==> src/rtl/ludh_pkg.sv <==
// Shared types and sizing for the instruction loader: FSM state encoding,
// default widths and the beats-per-word derivation.
package ludh_pkg;

  localparam int unsigned DefaultAddrWidth = 12;
  localparam int unsigned DefaultCtrlWidth = 307;

  typedef enum logic [1:0] {
    StIdle,
    StCollect,
    StWrite,
    StDone
  } state_e;

  // Number of 32-bit beats needed to carry one instruction word.
  function automatic int unsigned calc_beats(input int unsigned ctrl_width);
    return (ctrl_width + 32'd31) / 32'd32;
  endfunction

endpackage

==> src/rtl/ludh_inst_loader_if.sv <==
// Beat stream carrying 32-bit instruction parts into the loader.
interface ludh_inst_loader_if;
  logic [31:0] S_DATA;
  logic        S_VALID;
  logic        S_READY;

  modport master (output S_DATA, output S_VALID, input S_READY);
  modport slave  (input S_DATA, input S_VALID, output S_READY);
endinterface

==> src/rtl/ludh_beat_packer.sv <==
// Beat counter and word assembly register; beat k lands in bits [32k+31:32k].
// Optional LUDH_LOADER_PAD_CHECK_EN flags nonzero discarded bits on the final beat.
module ludh_beat_packer
  import ludh_pkg::*;
#(
  parameter int unsigned CTRL_WIDTH = DefaultCtrlWidth
) (
  input  logic                  clk_i,
  input  logic                  rst_ni,
  input  logic                  clear_i,
  input  logic                  accept_i,
  input  logic [31:0]           data_i,
  output logic                  last_beat_o,
  output logic                  pad_err_o,
  output logic [CTRL_WIDTH-1:0] word_o
);

  localparam int unsigned BEATS = calc_beats(CTRL_WIDTH);
  localparam int unsigned CntW  = $clog2(BEATS + 1);

  logic [CntW-1:0]       beat_cnt_q, beat_cnt_d;
  logic [CTRL_WIDTH-1:0] word_q, word_d;

  assign last_beat_o = (beat_cnt_q == CntW'(BEATS - 1));
  assign word_o      = word_q;

  always_comb begin
    beat_cnt_d = beat_cnt_q;
    word_d     = word_q;
    if (clear_i) begin
      beat_cnt_d = '0;
    end else if (accept_i) begin
      beat_cnt_d = last_beat_o ? '0 : beat_cnt_q + 1'b1;
      // Bits beyond CTRL_WIDTH-1 in the final beat simply have no destination.
      for (int unsigned i = 0; i < CTRL_WIDTH; i++) begin
        if (beat_cnt_q == CntW'(i / 32)) word_d[i] = data_i[i % 32];
      end
    end
  end

  always_ff @(posedge clk_i or negedge rst_ni) begin
    if (!rst_ni) begin
      beat_cnt_q <= '0;
      word_q     <= '0;
    end else begin
      beat_cnt_q <= beat_cnt_d;
      word_q     <= word_d;
    end
  end

`ifdef LUDH_LOADER_PAD_CHECK_EN
  localparam int unsigned PadBits = BEATS * 32 - CTRL_WIDTH;
  localparam logic [31:0] PadMask = ~(32'hFFFF_FFFF >> PadBits);
  assign pad_err_o = accept_i && last_beat_o && |(data_i & PadMask);
`else
  assign pad_err_o = 1'b0;
`endif

endmodule

==> src/rtl/ludh_inst_loader.sv <==
// Streams 32-bit beats into wide instruction words and writes them to BRAM.
// Pad-bit checking is enabled by defining LUDH_LOADER_PAD_CHECK_EN.
module ludh_inst_loader
  import ludh_pkg::*;
#(
  parameter int unsigned ADDR_WIDTH = DefaultAddrWidth,
  parameter int unsigned CTRL_WIDTH = DefaultCtrlWidth
) (
  input  logic                  CLK_100,
  input  logic                  RST_N,
  input  logic                  LOAD_START,
  input  logic [ADDR_WIDTH-1:0] LOAD_BASE,
  input  logic [ADDR_WIDTH:0]   LOAD_COUNT,
  input  logic                  LOAD_ABORT,
  ludh_inst_loader_if.slave     beat,
  output logic [ADDR_WIDTH-1:0] INST_addr,
  output logic [CTRL_WIDTH-1:0] INST_din,
  output logic                  INST_en,
  output logic                  INST_we,
  output logic                  LOAD_BUSY,
  output logic                  LOAD_DONE,
  output logic                  LOAD_ERR,
  output logic [ADDR_WIDTH:0]   WORDS_WRITTEN
);

  state_e                state_q, state_d;
  logic [ADDR_WIDTH-1:0] addr_q, addr_d;
  logic [ADDR_WIDTH:0]   words_q, words_d, words_inc;
  logic [ADDR_WIDTH:0]   count_q, count_d;
  logic                  done_q, done_d;
  logic                  err_q, err_d;
  logic                  s_ready, accept, clear, last_beat, pad_err;

  assign s_ready   = (state_q == StCollect);
  assign accept    = beat.S_VALID && s_ready;
  assign words_inc = words_q + 1'b1;

  ludh_beat_packer #(
    .CTRL_WIDTH (CTRL_WIDTH)
  ) u_packer (
    .clk_i       (CLK_100),
    .rst_ni      (RST_N),
    .clear_i     (clear),
    .accept_i    (accept),
    .data_i      (beat.S_DATA),
    .last_beat_o (last_beat),
    .pad_err_o   (pad_err),
    .word_o      (INST_din)
  );

  always_comb begin
    state_d = state_q;
    addr_d  = addr_q;
    words_d = words_q;
    count_d = count_q;
    done_d  = done_q;
    err_d   = err_q;
    clear   = 1'b0;
    case (state_q)
      StIdle: begin
        // Abort beats a coincident start.
        if (LOAD_START && !LOAD_ABORT) begin
          addr_d  = LOAD_BASE;
          count_d = LOAD_COUNT;
          words_d = '0;
          done_d  = 1'b0;
          err_d   = 1'b0;
          clear   = 1'b1;
          state_d = (LOAD_COUNT == '0) ? StDone : StCollect;
        end
      end
      StCollect: begin
        if (LOAD_ABORT) begin
          clear   = 1'b1;
          state_d = StIdle;
        end else if (accept && last_beat) begin
          state_d = StWrite;
        end
      end
      StWrite: begin
        // The write itself always completes, even when aborted this cycle.
        addr_d  = addr_q + 1'b1;
        words_d = words_inc;
        if (LOAD_ABORT) begin
          clear   = 1'b1;
          state_d = StIdle;
        end else if (words_inc == count_q) begin
          state_d = StDone;
        end else begin
          state_d = StCollect;
        end
      end
      StDone: begin
        done_d  = 1'b1;
        state_d = StIdle;
      end
      default: state_d = StIdle;
    endcase
    if (LOAD_START && (state_q != StIdle)) err_d = 1'b1;
    if (pad_err) err_d = 1'b1;
  end

  always_ff @(posedge CLK_100 or negedge RST_N) begin
    if (!RST_N) begin
      state_q <= StIdle;
      addr_q  <= '0;
      words_q <= '0;
      count_q <= '0;
      done_q  <= 1'b0;
      err_q   <= 1'b0;
    end else begin
      state_q <= state_d;
      addr_q  <= addr_d;
      words_q <= words_d;
      count_q <= count_d;
      done_q  <= done_d;
      err_q   <= err_d;
    end
  end

  assign beat.S_READY  = s_ready;
  assign INST_addr     = addr_q;
  assign INST_en       = (state_q == StWrite);
  assign INST_we       = (state_q == StWrite);
  assign LOAD_BUSY     = (state_q != StIdle);
  assign LOAD_DONE     = done_q;
  assign LOAD_ERR      = err_q;
  assign WORDS_WRITTEN = words_q;

endmodule

==> src/flat_wrapper.sv <==
// flat-port wrapper written by rule: the top's interface ports become plain ports
module ludh_inst_loader_flat import ludh_pkg::*;
#(
  parameter int unsigned ADDR_WIDTH = DefaultAddrWidth,
  parameter int unsigned CTRL_WIDTH = DefaultCtrlWidth
)
  (CLK_100, RST_N, LOAD_START, LOAD_BASE, LOAD_COUNT, LOAD_ABORT, INST_addr, INST_din, INST_en, INST_we, LOAD_BUSY, LOAD_DONE, LOAD_ERR, WORDS_WRITTEN, beat_S_DATA, beat_S_VALID, beat_S_READY);
  ludh_inst_loader_if beat_i ();
  input  logic CLK_100;
  input  logic RST_N;
  input  logic LOAD_START;
  input  logic [ADDR_WIDTH-1:0] LOAD_BASE;
  input  logic [ADDR_WIDTH:0] LOAD_COUNT;
  input  logic LOAD_ABORT;
  output logic [ADDR_WIDTH-1:0] INST_addr;
  output logic [CTRL_WIDTH-1:0] INST_din;
  output logic INST_en;
  output logic INST_we;
  output logic LOAD_BUSY;
  output logic LOAD_DONE;
  output logic LOAD_ERR;
  output logic [ADDR_WIDTH:0] WORDS_WRITTEN;
  input wire logic [$bits(beat_i.S_DATA)-1:0] beat_S_DATA;
  input wire logic [$bits(beat_i.S_VALID)-1:0] beat_S_VALID;
  output wire logic [$bits(beat_i.S_READY)-1:0] beat_S_READY;
  assign beat_i.S_DATA = beat_S_DATA;
  assign beat_i.S_VALID = beat_S_VALID;
  assign beat_S_READY = beat_i.S_READY;
  ludh_inst_loader #(.ADDR_WIDTH(ADDR_WIDTH), .CTRL_WIDTH(CTRL_WIDTH)) u_core (.CLK_100(CLK_100), .RST_N(RST_N), .LOAD_START(LOAD_START), .LOAD_BASE(LOAD_BASE), .LOAD_COUNT(LOAD_COUNT), .LOAD_ABORT(LOAD_ABORT), .beat(beat_i), .INST_addr(INST_addr), .INST_din(INST_din), .INST_en(INST_en), .INST_we(INST_we), .LOAD_BUSY(LOAD_BUSY), .LOAD_DONE(LOAD_DONE), .LOAD_ERR(LOAD_ERR), .WORDS_WRITTEN(WORDS_WRITTEN));
endmodule
==> config.mk <==
export PLATFORM = sky130hd
export DESIGN_NAME = ludh_inst_loader_flat
export DESIGN_NICKNAME = d
export VERILOG_FILES = /design/src/rtl/ludh_pkg.sv /design/src/rtl/ludh_inst_loader_if.sv /design/src/rtl/ludh_beat_packer.sv /design/src/rtl/ludh_inst_loader.sv /design/src/flat_wrapper.sv
export SDC_FILE = /design/constraint.sdc
export NUM_CORES = 1
export LEC_CHECK = 0
export BUFFER_PORTS_ARGS = -buffer_cell sky130_fd_sc_hd__buf_2
export CAP_MARGIN = 30
export CORE_MARGIN = 3
export CORE_UTILIZATION = 50
export DETAILED_ROUTE_END_ITERATION = 8
export PLACE_DENSITY = 0.77
export SETUP_SLACK_MARGIN = 0.05
export SLEW_MARGIN = 20
export SYNTH_ARGS = -nofsm -noshare
export SYNTH_HDL_FRONTEND = slang
export SYNTH_SLANG_ARGS = --single-unit
==> constraint.sdc <==
create_clock -name CLK_100 -period 4 [get_ports CLK_100]
set_input_delay 0.2 -clock CLK_100 [delete_from_list [all_inputs] [get_ports CLK_100]]
set_output_delay 0.2 -clock CLK_100 [all_outputs]
set_load 0.1 [all_outputs]
==> results of run 1 <==
[power breakdown]
group          internal (µW)  switching (µW)
logic                   1100            5080
registers               4180             416
clock network           2040            1370
total                   7320            6870
[metrics by stage]
step | setup WS (ns) | area (µm²) | utilization, % | cells | power, µW
floorplan | 0.804 | 14300 | - | 982 | 9690
global placement | 0.962 | 16600 | 59.5 | 1711 | 10700
detailed placement | 0.847 | 16600 | 59.5 | 1711 | 10800
CTS | 0.821 | 18000 | 64.5 | 1795 | 14300
global route | 0.541 | 18000 | 64.5 | 1795 | 14700
finish | 0.819 | 18000 | 64.5 | 1795 | 14200
[sequential cells by signal (all words and copies together), names as in the netlist]
name,flops
u_core.LOAD_ERR,1
u_core.u_packer.beat_cnt_q,4
u_core.WORDS_WRITTEN,13
u_core.count_q,13
u_core.LOAD_DONE,1
u_core.u_packer.word_o,307
u_core.state_q,2
u_core.INST_addr,12
[what timing repair did]
item,in CTS,in global routing
resized for setup,0,0
endpoints found under the hold margin,117,0
hold buffers,17,0
[final timing paths]
| kind | endpoint | slack (ns) | cells past startpoint |
|---|---|---|---|
| max | u_core.u_packer.word_o[7]$_DFFE_PN0P_ | 0.82 | 8 |
| min | u_core.INST_addr[4]$_DFFE_PN0P_ | 0.02 | 3 |
| max reg2reg | u_core.u_packer.word_o[7]$_DFFE_PN0P_ | 0.82 | 8 |
| min reg2reg | u_core.u_packer.word_o[229]$_DFFE_PN0P_ | 0.48 | 1 |
| max in group asynchronous | u_core.u_packer.word_o[10]$_DFFE_PN0P_ | 2.66 | 3 |
| min in group asynchronous | u_core.WORDS_WRITTEN[2]$_DFFE_PN0P_ | 0.34 | 2 |
[metal layers]
layer | part of all wire, % | routed length (µm) | up-vias
met1 | 41 | 15400 | 4922
met3 | 7.5 | 2850 | 79
met4 | 2.9 | 1110 | 0
li1 | - | - | 4309
met2 | 49 | 18400 | 390
met5 | 0 | 0 | -
[worst max-delay path: cells and delay by family (launching register included)]
kind | cells | cell delay (ns)
multiplexers | 1 | 0.33
AO/OA/AOI/OAI | 1 | 0.15
flip-flops | 1 | 0.41
AND/OR/NAND/NOR | 3 | 1.34
adder cells (fa/ha/maj) | 1 | 0.30
buffers and inverters | 2 | 0.52
[cell type report]
class / count / area [µm²] / area share, %
inverter: 9 / 33.8 / 0.187
tap: 378 / 473 / 2.62
timing repair buffer: 437 / 2380 / 13.2
multi-input combinational: 551 / 5070 / 28.1
sequential: 353 / 8830 / 49.0
clock inverter: 9 / 80.1 / 0.444
clock buffer: 58 / 1150 / 6.37
[cells in the final DEF (no fill, tap or decap), types with 9 or more instances in the layout]
master         instances
a21oi_1               26
buf_4                 17
dlygate4sd3_1         17
xnor2_1               12
nand3_1               17
buf_2                398
nand2_1               30
dfrtp_1              353
clkbuf_16             39
clkbuf_8              10
o21ai_0               32
mux2_1                36
nor2_1                16
clkbuf_1               9
mux2_2               285
inv_1                  9
[kinds of logic (layout without fill, tap and decap cells)]
group,count (synthesis),after routing,synth area share (%)
fa+ha+maj,6,6,0.527
simple gates,117,117,4.56
buf+inv,78,513,2.53
mux,325,325,25.6
xor+xnor,20,20,1.33
flops,353,353,62.0
compound gates,83,83,3.43
==> metrics.md, run 1 <==
| Metric | Value |
|---|---|
| Synth Flop Type | `dfrtp_1` |
| HP Class | `in -> reg` |
| Die area | `30,600 µm²` |
| Detailed-route via count | `roughly 9,700` |
| Crit-path max cell delay | `0.62 ns` |
| H-tree lvl count | `2` |
| Crit path kind | `reg -> reg` |
| Total CTS buffers | `38` |
| # DRC | `0` |
| Post-synth EDFFs | `0` |
| Final Critical Period | `approximately 3.2 ns` |
| Synthesized flop and latch total | `roughly 350` |
| Layout cells sized above 1 | `a little over half` |
| Synth warnings | `0` |
| Postcts setup bufs | `0` |
| Core area | `27,900 µm²` |
| Required @ worst endpoint | `roughly 4.4 ns` |
| Crit path from | `u_core.state_q[1]$_DFFE_PN0P_` |
| RSZ-0062 raised after global routing | `false` |
| Final-layout fill cell count | `between 2,000 and 2,500` |
| Synth Instances | `982` |
| Synth cell count leaders | `dfrtp_1 (353), mux2_2 (285), mux2_1 (36)` |
| Starting Density | `51.0%` |
| Leading area contributor after synthesis | `dfrtp_1` |
| Arr. time, crit path | `3.58 ns` |
| Met1 Track Usage GR | `30.9%` |
| Total grt overflow | `0` |
| Gpl congestion | `0.887` |
| Clock Sinks | `between 300 and 400` |
| Vias in the first global route | `10,040` |
| Final setup violation count | `0` |
| Top cells by area, synth | `dfrtp_1 (62%), mux2_2 (23%), mux2_1 (2.8%), o21ai_0 (1.1%), a21oi_1 (0.91%)` |
| DRT Wirelength | `37,800 µm` |
| Antenna-violating nets left | `0` |
| Tcrit/Tclk final | `79.5%` |
| Layout Nets | `1,458` |
| Measured slew at the worst slew-check pin | `0.835 ns` |
| Overall die height | `about 170 µm` |
| Clock Pin Slew Worst Setup and Hold Paths | `about 0.06 ns` |
| Setup TNS | `0 ns` |
| DR iter-0 viols | `531` |
| Worst-case clock buffer depth | `3` |
| Pleak | `just under 0.01 µW` |
| Async set or reset register ratio after synthesis | `100%` |
| Clock Tree Root | `clkbuf_16` |
| Cell row count | `61` |
| Count leader, synth | `dfrtp_1` |
| Final slew viol count | `0` |
| Initial antenna violation count | `0` |
| Critical path fanouts, max | `21` |
| Min-delay src | `LOAD_BASE[4]` |
| Relative slew slack | `44.3%` |
| Critical path cell sequence | `inv_1, ha_1, nand3b_4, a21oi_2, nor4_1, nand2_2, buf_4, mux2_2` |
| Vias per Instance | `around 5.4` |
| Clk_lat worst skew | `between 0.5 and 0.6 ns` |
| GR Util met2 | `40.9%` |
| First-pass GRT wire length | `58,600 µm` |
| Most used routing layer | `met2` |
| Yosys cell types | `55` |
| TritonCTS clock tree | `built` |
| Port-buffer cells | `399` |
| Status | `complete, no violations` |
| Fmax achieved | `between 300 and 400 MHz` |
| Area grow syn2layout | `26.5%` |
| Synth top area share | `62.0%` |
| # Max-Cap Violations | `0` |
| Sequential share of the synthesized area | `about three fifths` |
| Nature of the critical path startpoint | `register` |
| Worst hold margin | `between 0.02 and 0.025 ns` |
| Worst VDD drop | `616 µV` |
| Avg Cell Area, Syn | `~15 µm²` |
| ANT cells | `0` |
| CP Capture Type | `register` |
| Met3 usage | `6.41%` |
| Final Hold Viols | `0` |
| Mapped Nets | `~1,100` |
| Die W | `175 µm` |
| Io pins | `400` |
| Worst r2r src | `u_core.state_q[1]$_DFFE_PN0P_` |
| DRT Pass-1 Iters | `5` |
| Final HPWL DP | `25,600 µm` |
| Mapped Area | `14,300 µm²` |
| PwrDens | `roughly 800 nW/µm²` |
| Wirelength per Cell | `21.0 µm` |
| CP max-delay cell | `nor4_1` |
| Largest net degree at the start of global routing | `107` |
| Tot GR Track Use | `24.2%` |
| Clock skew | `0.00908 ns` |
No activity file was read; power rests on OpenSTA's default activity.
==> inputs of run 2 (changes only) <==
Settings changed: CORE_UTILIZATION 50 to 47, PLACE_DENSITY 0.77 to 0.76.
Clock period 4 ns to 2.7 ns, I/O delays scaled along.
==> run 2 against run 1 <==
Core utilization is 1.8 points lower. Register-to-register slack worse by 0.64 ns. Critical path type unchanged. Die area is 6.2% higher. Fmax is 26% higher. Largest cell class unchanged. Worst hold slack worse by 0.0054 ns.
==> metrics.md, run 2 (same netlist as run 1, synthesis figures left out) <==
| Metric | Value |
|---|---|
| Final-layout fill cell count | `2,253 (was 2,094)` |
| Area occupied by multi-input gates | `5090 µm² (was 5070 µm²)` |
| Max FFs per register | `307 (unchanged)` |
| Measured slew at the worst slew-check pin | `0.738 ns (was 0.835 ns)` |
| Detailed-route via count | `9,966 (was 9,700)` |
| Cell row count | `63 (was 61)` |
| DRT Pass-1 Iters | `5 (unchanged)` |
| Gpl congestion | `0.925 (was 0.887)` |
| Relative slew slack | `50.8% (was 44.3%)` |
| Seq. cell area | `8830 µm² (unchanged)` |
| Clock skew | `0.00957 ns (was 0.00908 ns)` |
| H-tree lvl count | `2 (unchanged)` |
| RSZ-0062 raised after global routing | `false (unchanged)` |
| TritonCTS clock tree | `built (unchanged)` |
| Required @ worst endpoint | `3.09 ns (was 4.39 ns)` |
| Layout Nets | `1,508 (was 1,458)` |
| Fmax achieved | `396 MHz (was 314 MHz)` |
| PwrDens | `1150 nW/µm² (was 787 nW/µm²)` |
| Pleak | `0.0101 µW (was 0.00984 µW)` |
| Nature of the critical path startpoint | `register (unchanged)` |
| Largest net degree at the start of global routing | `92 (was 107)` |
| Commonest non-fill, non-tap cell in the layout | `buf_2 (unchanged)` |
| Antenna-violating nets left | `0 (unchanged)` |
| Tot GR Track Use | `23.6% (was 24.2%)` |
| Total grt overflow | `0 (unchanged)` |
| Starting Density | `47.8% (was 51.0%)` |
| Area grow syn2layout | `31.1% (was 26.5%)` |
| Die W | `180 µm (was 175 µm)` |
| Tcrit/Tclk final | `93.6% (was 79.5%)` |
| Status | `complete, no violations (unchanged)` |
| Layout cells sized above 1 | `54.8% (was 54.6%)` |
| Setup TNS | `0 ns (unchanged)` |
| Port-buffer cells | `399 (unchanged)` |
| Final setup violation count | `0 (unchanged)` |
| # DRC | `0 (unchanged)` |
| Clock Pin Slew Worst Setup and Hold Paths | `0.06 ns (about the same)` |
| CP bufs+invs | `3 (was 2)` |
| Crit path kind | `reg -> reg (unchanged)` |
| Worst hold margin | `0.0169 ns (was 0.0223 ns)` |
| Vias per Instance | `5.37 (was 5.40)` |
| First-pass GRT wire length | `61,200 µm (was 58,600 µm)` |
| Clock Tree Root | `clkbuf_16 (unchanged)` |
| Final HPWL DP | `26,300 µm (was 25,600 µm)` |
| Critical path fanouts, max | `16 (was 21)` |
| Initial antenna violation count | `0 (unchanged)` |
| Crit-path max cell delay | `0.60 ns (was 0.62 ns)` |
| Overall die height | `180 µm (was 175 µm)` |
| Total CTS buffers | `38 (unchanged)` |
| Final slew viol count | `0 (unchanged)` |
| Clock Sinks | `353 (unchanged)` |
| Critical path cell sequence | `inv_2, ha_1, nand2_1, a21oi_2, or4b_4, nor3b_4, buf_4, buf_12, mux2_2 (was inv_1, ha_1, nand3b_4, a21oi_2, nor4_1, nand2_2, buf_4, mux2_2)` |
| Arr. time, crit path | `2.92 ns (was 3.58 ns)` |
| Core area | `29,800 µm² (was 27,900 µm²)` |
| Die area | `32,400 µm² (was 30,600 µm²)` |
| # Max-Cap Violations | `0 (unchanged)` |
| Clk_lat worst skew | `0.51 ns (about the same)` |
| CP max-delay cell | `or4b_4 (was nor4_1)` |
| Final Hold Viols | `0 (unchanged)` |
| Wirelength per Cell | `21.1 µm (was 21.0 µm)` |
| DRT Wirelength | `39,200 µm (was 37,800 µm)` |
| Worst VDD drop | `857 µV (was 616 µV)` |
| ANT cells | `0 (unchanged)` |
| CP delay by family, top | `simple AND/OR/NAND/NOR gates (unchanged)` |
| DR iter-0 viols | `431 (was 531)` |
| Worst-case clock buffer depth | `3 (unchanged)` |
| Final Critical Period | `2.53 ns (was 3.18 ns)` |
| Commonest cells after routing, fill and taps aside | `buf_2 (398), dfrtp_1 (353), mux2_2 (285), dlygate4sd3_1 (43), clkbuf_16 (40) (was buf_2 (398), dfrtp_1 (353), mux2_2 (285), clkbuf_16 (39), mux2_1 (36))` |
| CP Capture Type | `register (unchanged)` |
| Io pins | `400 (unchanged)` |
| HP Class | `in -> reg (unchanged)` |
| Vias in the first global route | `10,522 (was 10,040)` |
[run 2: cell types whose count changed in the layout (fill, tap and decap cells not counted), moves of 2 or more]
| cell | previous run | this run |
|---|---|---|
| buf_12 | 4 | 10 |
| buf_4 | 17 | 33 |
| clkinv_2 | 5 | 3 |
| clkbuf_8 | 10 | 12 |
| clkbuf_1 | 9 | 6 |
| bufinv_16 | 1 | 4 |
| dlygate4sd3_1 | 17 | 43 |
[run 2: path summary, 6_finish.rpt]
kind	start	to	slack, ns	cells past startpoint
setup reg to reg	u_core.state_q[1]$_DFFE_PN0P_	u_core.u_packer.word_o[203]$_DFFE_PN0P_	0.17	9
hold reg to reg	u_core.u_packer.word_o[175]$_DFFE_PN0P_	u_core.u_packer.word_o[175]$_DFFE_PN0P_	0.48	1
max in group asynchronous	RST_N	u_core.WORDS_WRITTEN[6]$_DFFE_PN0P_	1.55	4
hold / removal	beat_S_DATA[11]	u_core.u_packer.word_o[171]$_DFFE_PN0P_	0.02	2
min in group asynchronous	RST_N	u_core.u_packer.word_o[135]$_DFFE_PN0P_	0.24	2
setup / recovery	u_core.state_q[1]$_DFFE_PN0P_	u_core.u_packer.word_o[203]$_DFFE_PN0P_	0.17	9
[run 2: what timing repair did]
action                                 CTS  global route
gates cloned                             0             2
setup buffers                            0             2
endpoints found under the hold margin  172             0
resized for setup                        1             1
pin swaps                                0             1
setup endpoints to repair               70            12
hold buffers                            43             0
[run 2: final cells by class]
type / count / area share, %
clock buffers: 57 / 6.23
inverters: 9 / 0.181
clock inverters: 9 / 0.810
well taps: 390 / 2.61
flip-flops and latches: 353 / 47.3
multi-input cells: 551 / 27.2
repair buffers: 487 / 15.6
[run 2: where the power goes]
group          internal, µW  switching [µW]  leakage [µW]
registers              6190             626       0.00477
clock network          3350            2040      0.000647
logic                  1730            7510       0.00472
total                 11300           10200        0.0101
[run 2: per-stage QoR]
stage | util (%) | cell area [µm²] | cells | total power, µW | setup WS, ns
2_1_floorplan | - | 14300 | 982 | 14400 | 0.0834
3_3_place_gp | 56.7 | 16900 | 1743 | 15900 | 0.0684
3_5_place_dp | 56.7 | 16900 | 1743 | 16100 | -0.00368
4_1_cts | 62.5 | 18600 | 1852 | 21600 | 0.123
5_1_grt | 62.7 | 18700 | 1856 | 22300 | 0.0743
6_report | 62.7 | 18700 | 1856 | 21500 | 0.174
[run 2: layer usage]
layer	vias to the layer above	part of all wire, %	global-route usage, %
met4	0	3.7	8.29
met1	5056	41	30.3
met5	-	0	0
met3	96	6.8	5.87
li1	4410	-	-
met2	404	48	39.2
==> inputs of run 3 (changes only) <==
Settings changed: MAX_ROUTING_LAYER set to met4.
==> run 3 against run 2 <==
Clock skew increased by 0.00059 ns. Sequential power about the same. Worst hold slack improved by 0.00085 ns. Count of clock-buffer cells in the layout unchanged.
==> metrics.md, run 3 (same netlist as run 1, synthesis figures left out) <==
| Metric | Value |
|---|---|
| Status | `complete, no violations (unchanged)` |
| Detailed-route via count | `10,017 (was 9,966)` |
| Cell area after layout | `18,700 µm² (unchanged)` |
| Core area | `29,800 µm² (unchanged)` |
| Overall die height | `180 µm (unchanged)` |
| DP Area | `16,900 µm² (unchanged)` |
| Worst hold margin | `0.0177 ns (was 0.0169 ns)` |
| HP Class | `in -> reg (unchanged)` |
| H-tree lvl count | `2 (unchanged)` |
| Antenna-violating nets left | `0 (unchanged)` |
| Commonest cells after routing, fill and taps aside | `buf_2 (398), dfrtp_1 (353), mux2_2 (285), dlygate4sd3_1 (43), clkbuf_16 (40) (unchanged)` |
| Final slew viol count | `0 (unchanged)` |
| Wirelength per Cell | `21.1 µm (about the same)` |
| Tot GR Track Use | `24.3% (was 23.6%)` |
| Final Hold Viols | `0 (unchanged)` |
| First-pass GRT wire length | `61,100 µm (was 61,200 µm)` |
| Tcrit/Tclk final | `93.5% (was 93.6%)` |
| Crit path kind | `reg -> reg (unchanged)` |
| Worst slack at placement | `-0.00368 ns (unchanged)` |
| Measured slew at the worst slew-check pin | `0.741 ns (was 0.738 ns)` |
| CP Capture Type | `register (unchanged)` |
| Port-buffer cells | `399 (unchanged)` |
| Total CTS buffers | `38 (unchanged)` |
| Gpl congestion | `0.941 (was 0.925)` |
| # DRC | `0 (unchanged)` |
| Die W | `180 µm (unchanged)` |
| RSZ-0062 raised after global routing | `false (unchanged)` |
| CP bufs+invs | `3 (unchanged)` |
| Fmax achieved | `396 MHz (about the same)` |
| DR iter-0 viols | `441 (was 431)` |
| # Max-Cap Violations | `0 (unchanged)` |
| Layout cells sized above 1 | `54.8% (unchanged)` |
| Total grt overflow | `0 (unchanged)` |
| Clock skew | `0.0102 ns (was 0.00957 ns)` |
| Final HPWL DP | `26,300 µm (unchanged)` |
| Area grow syn2layout | `31.1% (unchanged)` |
| Clock Tree Root | `clkbuf_16 (unchanged)` |
| Initial antenna violation count | `0 (unchanged)` |
| Final setup violation count | `0 (unchanged)` |
| Layout Utilization | `62.7% (unchanged)` |
| Worst VDD drop | `856 µV (was 857 µV)` |
| Critical path cell sequence | `inv_2, ha_1, nand2_1, a21oi_2, or4b_4, nor3b_4, buf_4, buf_12, mux2_2 (unchanged)` |
| Worst setup margin | `0.175 ns (was 0.174 ns)` |
| Setup TNS | `0 ns (unchanged)` |
| Required @ worst endpoint | `3.09 ns (about the same)` |
| Largest net degree at the start of global routing | `92 (unchanged)` |
| Clk_lat worst skew | `0.51 ns (about the same)` |
| Worst-case clock buffer depth | `3 (unchanged)` |
| PwrDens | `1150 nW/µm² (about the same)` |
| Layout Nets | `1,508 (unchanged)` |
| Cell row count | `63 (unchanged)` |
| Relative slew slack | `50.6% (was 50.8%)` |
| Die area | `32,400 µm² (unchanged)` |
| Critical path fanouts, max | `16 (unchanged)` |
| Final Critical Period | `2.52 ns (was 2.53 ns)` |
| DRT Wirelength | `39,200 µm (about the same)` |
| CP delay by family, top | `simple AND/OR/NAND/NOR gates (unchanged)` |
| Clock Pin Slew Worst Setup and Hold Paths | `0.06 ns (about the same)` |
| Vias in the first global route | `10,556 (was 10,522)` |
| Starting Density | `47.8% (unchanged)` |
| TritonCTS clock tree | `built (unchanged)` |
| Nature of the critical path startpoint | `register (unchanged)` |
| ANT cells | `0 (unchanged)` |
| Crit-path max cell delay | `0.60 ns (about the same)` |
| CP max-delay cell | `or4b_4 (unchanged)` |
| Vias per Instance | `5.40 (was 5.37)` |
| Max FFs per register | `307 (unchanged)` |
| Clock Sinks | `353 (unchanged)` |
| Io pins | `400 (unchanged)` |
| DRT Pass-1 Iters | `5 (unchanged)` |
| Arr. time, crit path | `2.91 ns (was 2.92 ns)` |
| Commonest non-fill, non-tap cell in the layout | `buf_2 (unchanged)` |
| Pleak | `0.0101 µW (unchanged)` |
==> run 3: cell counts in the layout (fill, tap and decap cells not counted) <==
No cell type changed its count.
==> run 3: through the flow <==
stage / power, µW / instances
5_1_grt: 22300 / 1856
2_1_floorplan: 14400 / 982
3_3_place_gp: 15900 / 1743
6_report: 21500 / 1856
3_5_place_dp: 16100 / 1743
4_1_cts: 21600 / 1852
==> run 3: layout make-up <==
cell class                 count  area (µm²)
clock buffer                  57        1160
clock inverter                 9         151
fill                        2253       11100
inverter                       9        33.8
multi-input combinational    551        5090
sequential                   353        8830
tap                          390         488
timing repair buffer         487        2920
==> run 3: worst paths after layout <==
path / from / end / slack [ns] / depth (start not counted)
setup / recovery: u_core.state_q[1]$_DFFE_PN0P_ / u_core.u_packer.word_o[203]$_DFFE_PN0P_ / 0.18 / 9
hold / removal: beat_S_DATA[19] / u_core.u_packer.word_o[179]$_DFFE_PN0P_ / 0.02 / 2
setup reg to reg: u_core.state_q[1]$_DFFE_PN0P_ / u_core.u_packer.word_o[203]$_DFFE_PN0P_ / 0.18 / 9
hold reg to reg: u_core.u_packer.word_o[175]$_DFFE_PN0P_ / u_core.u_packer.word_o[175]$_DFFE_PN0P_ / 0.48 / 1
max in group asynchronous: RST_N / u_core.WORDS_WRITTEN[6]$_DFFE_PN0P_ / 1.55 / 4
min in group asynchronous: RST_N / u_core.u_packer.word_o[135]$_DFFE_PN0P_ / 0.23 / 2
==> run 3: what timing repair did <==
item	CTS	global route
setup endpoints to repair	70	11
cloned	0	2
pin swaps	0	1
hold buffers	43	0
hold endpoints to repair	172	0
resized for setup	1	1
buffers inserted	0	2
==> run 3: report_power, final <==
part | leakage [µW] | internal, µW | switching, µW | total, µW
combinational | 0.00472 | 1730 | 7500 | 9230
clock | 0.000647 | 3350 | 2040 | 5390
sequential | 0.00477 | 6190 | 627 | 6820
total | 0.0101 | 11300 | 10200 | 21500
==> run 3: layer usage <==
| metal | track usage, % | routed length [µm] | share of wire, % | vias up |
|---|---|---|---|---|
| met5 | - | 0 | 0 | - |
| met4 | 8.29 | 1430 | 3.7 | 0 |
| met3 | 5.33 | 2600 | 6.6 | 102 |
| met2 | 39.3 | 18900 | 48 | 428 |
| met1 | 30.7 | 16300 | 42 | 5071 |
| li1 | - | - | - | 4416 |
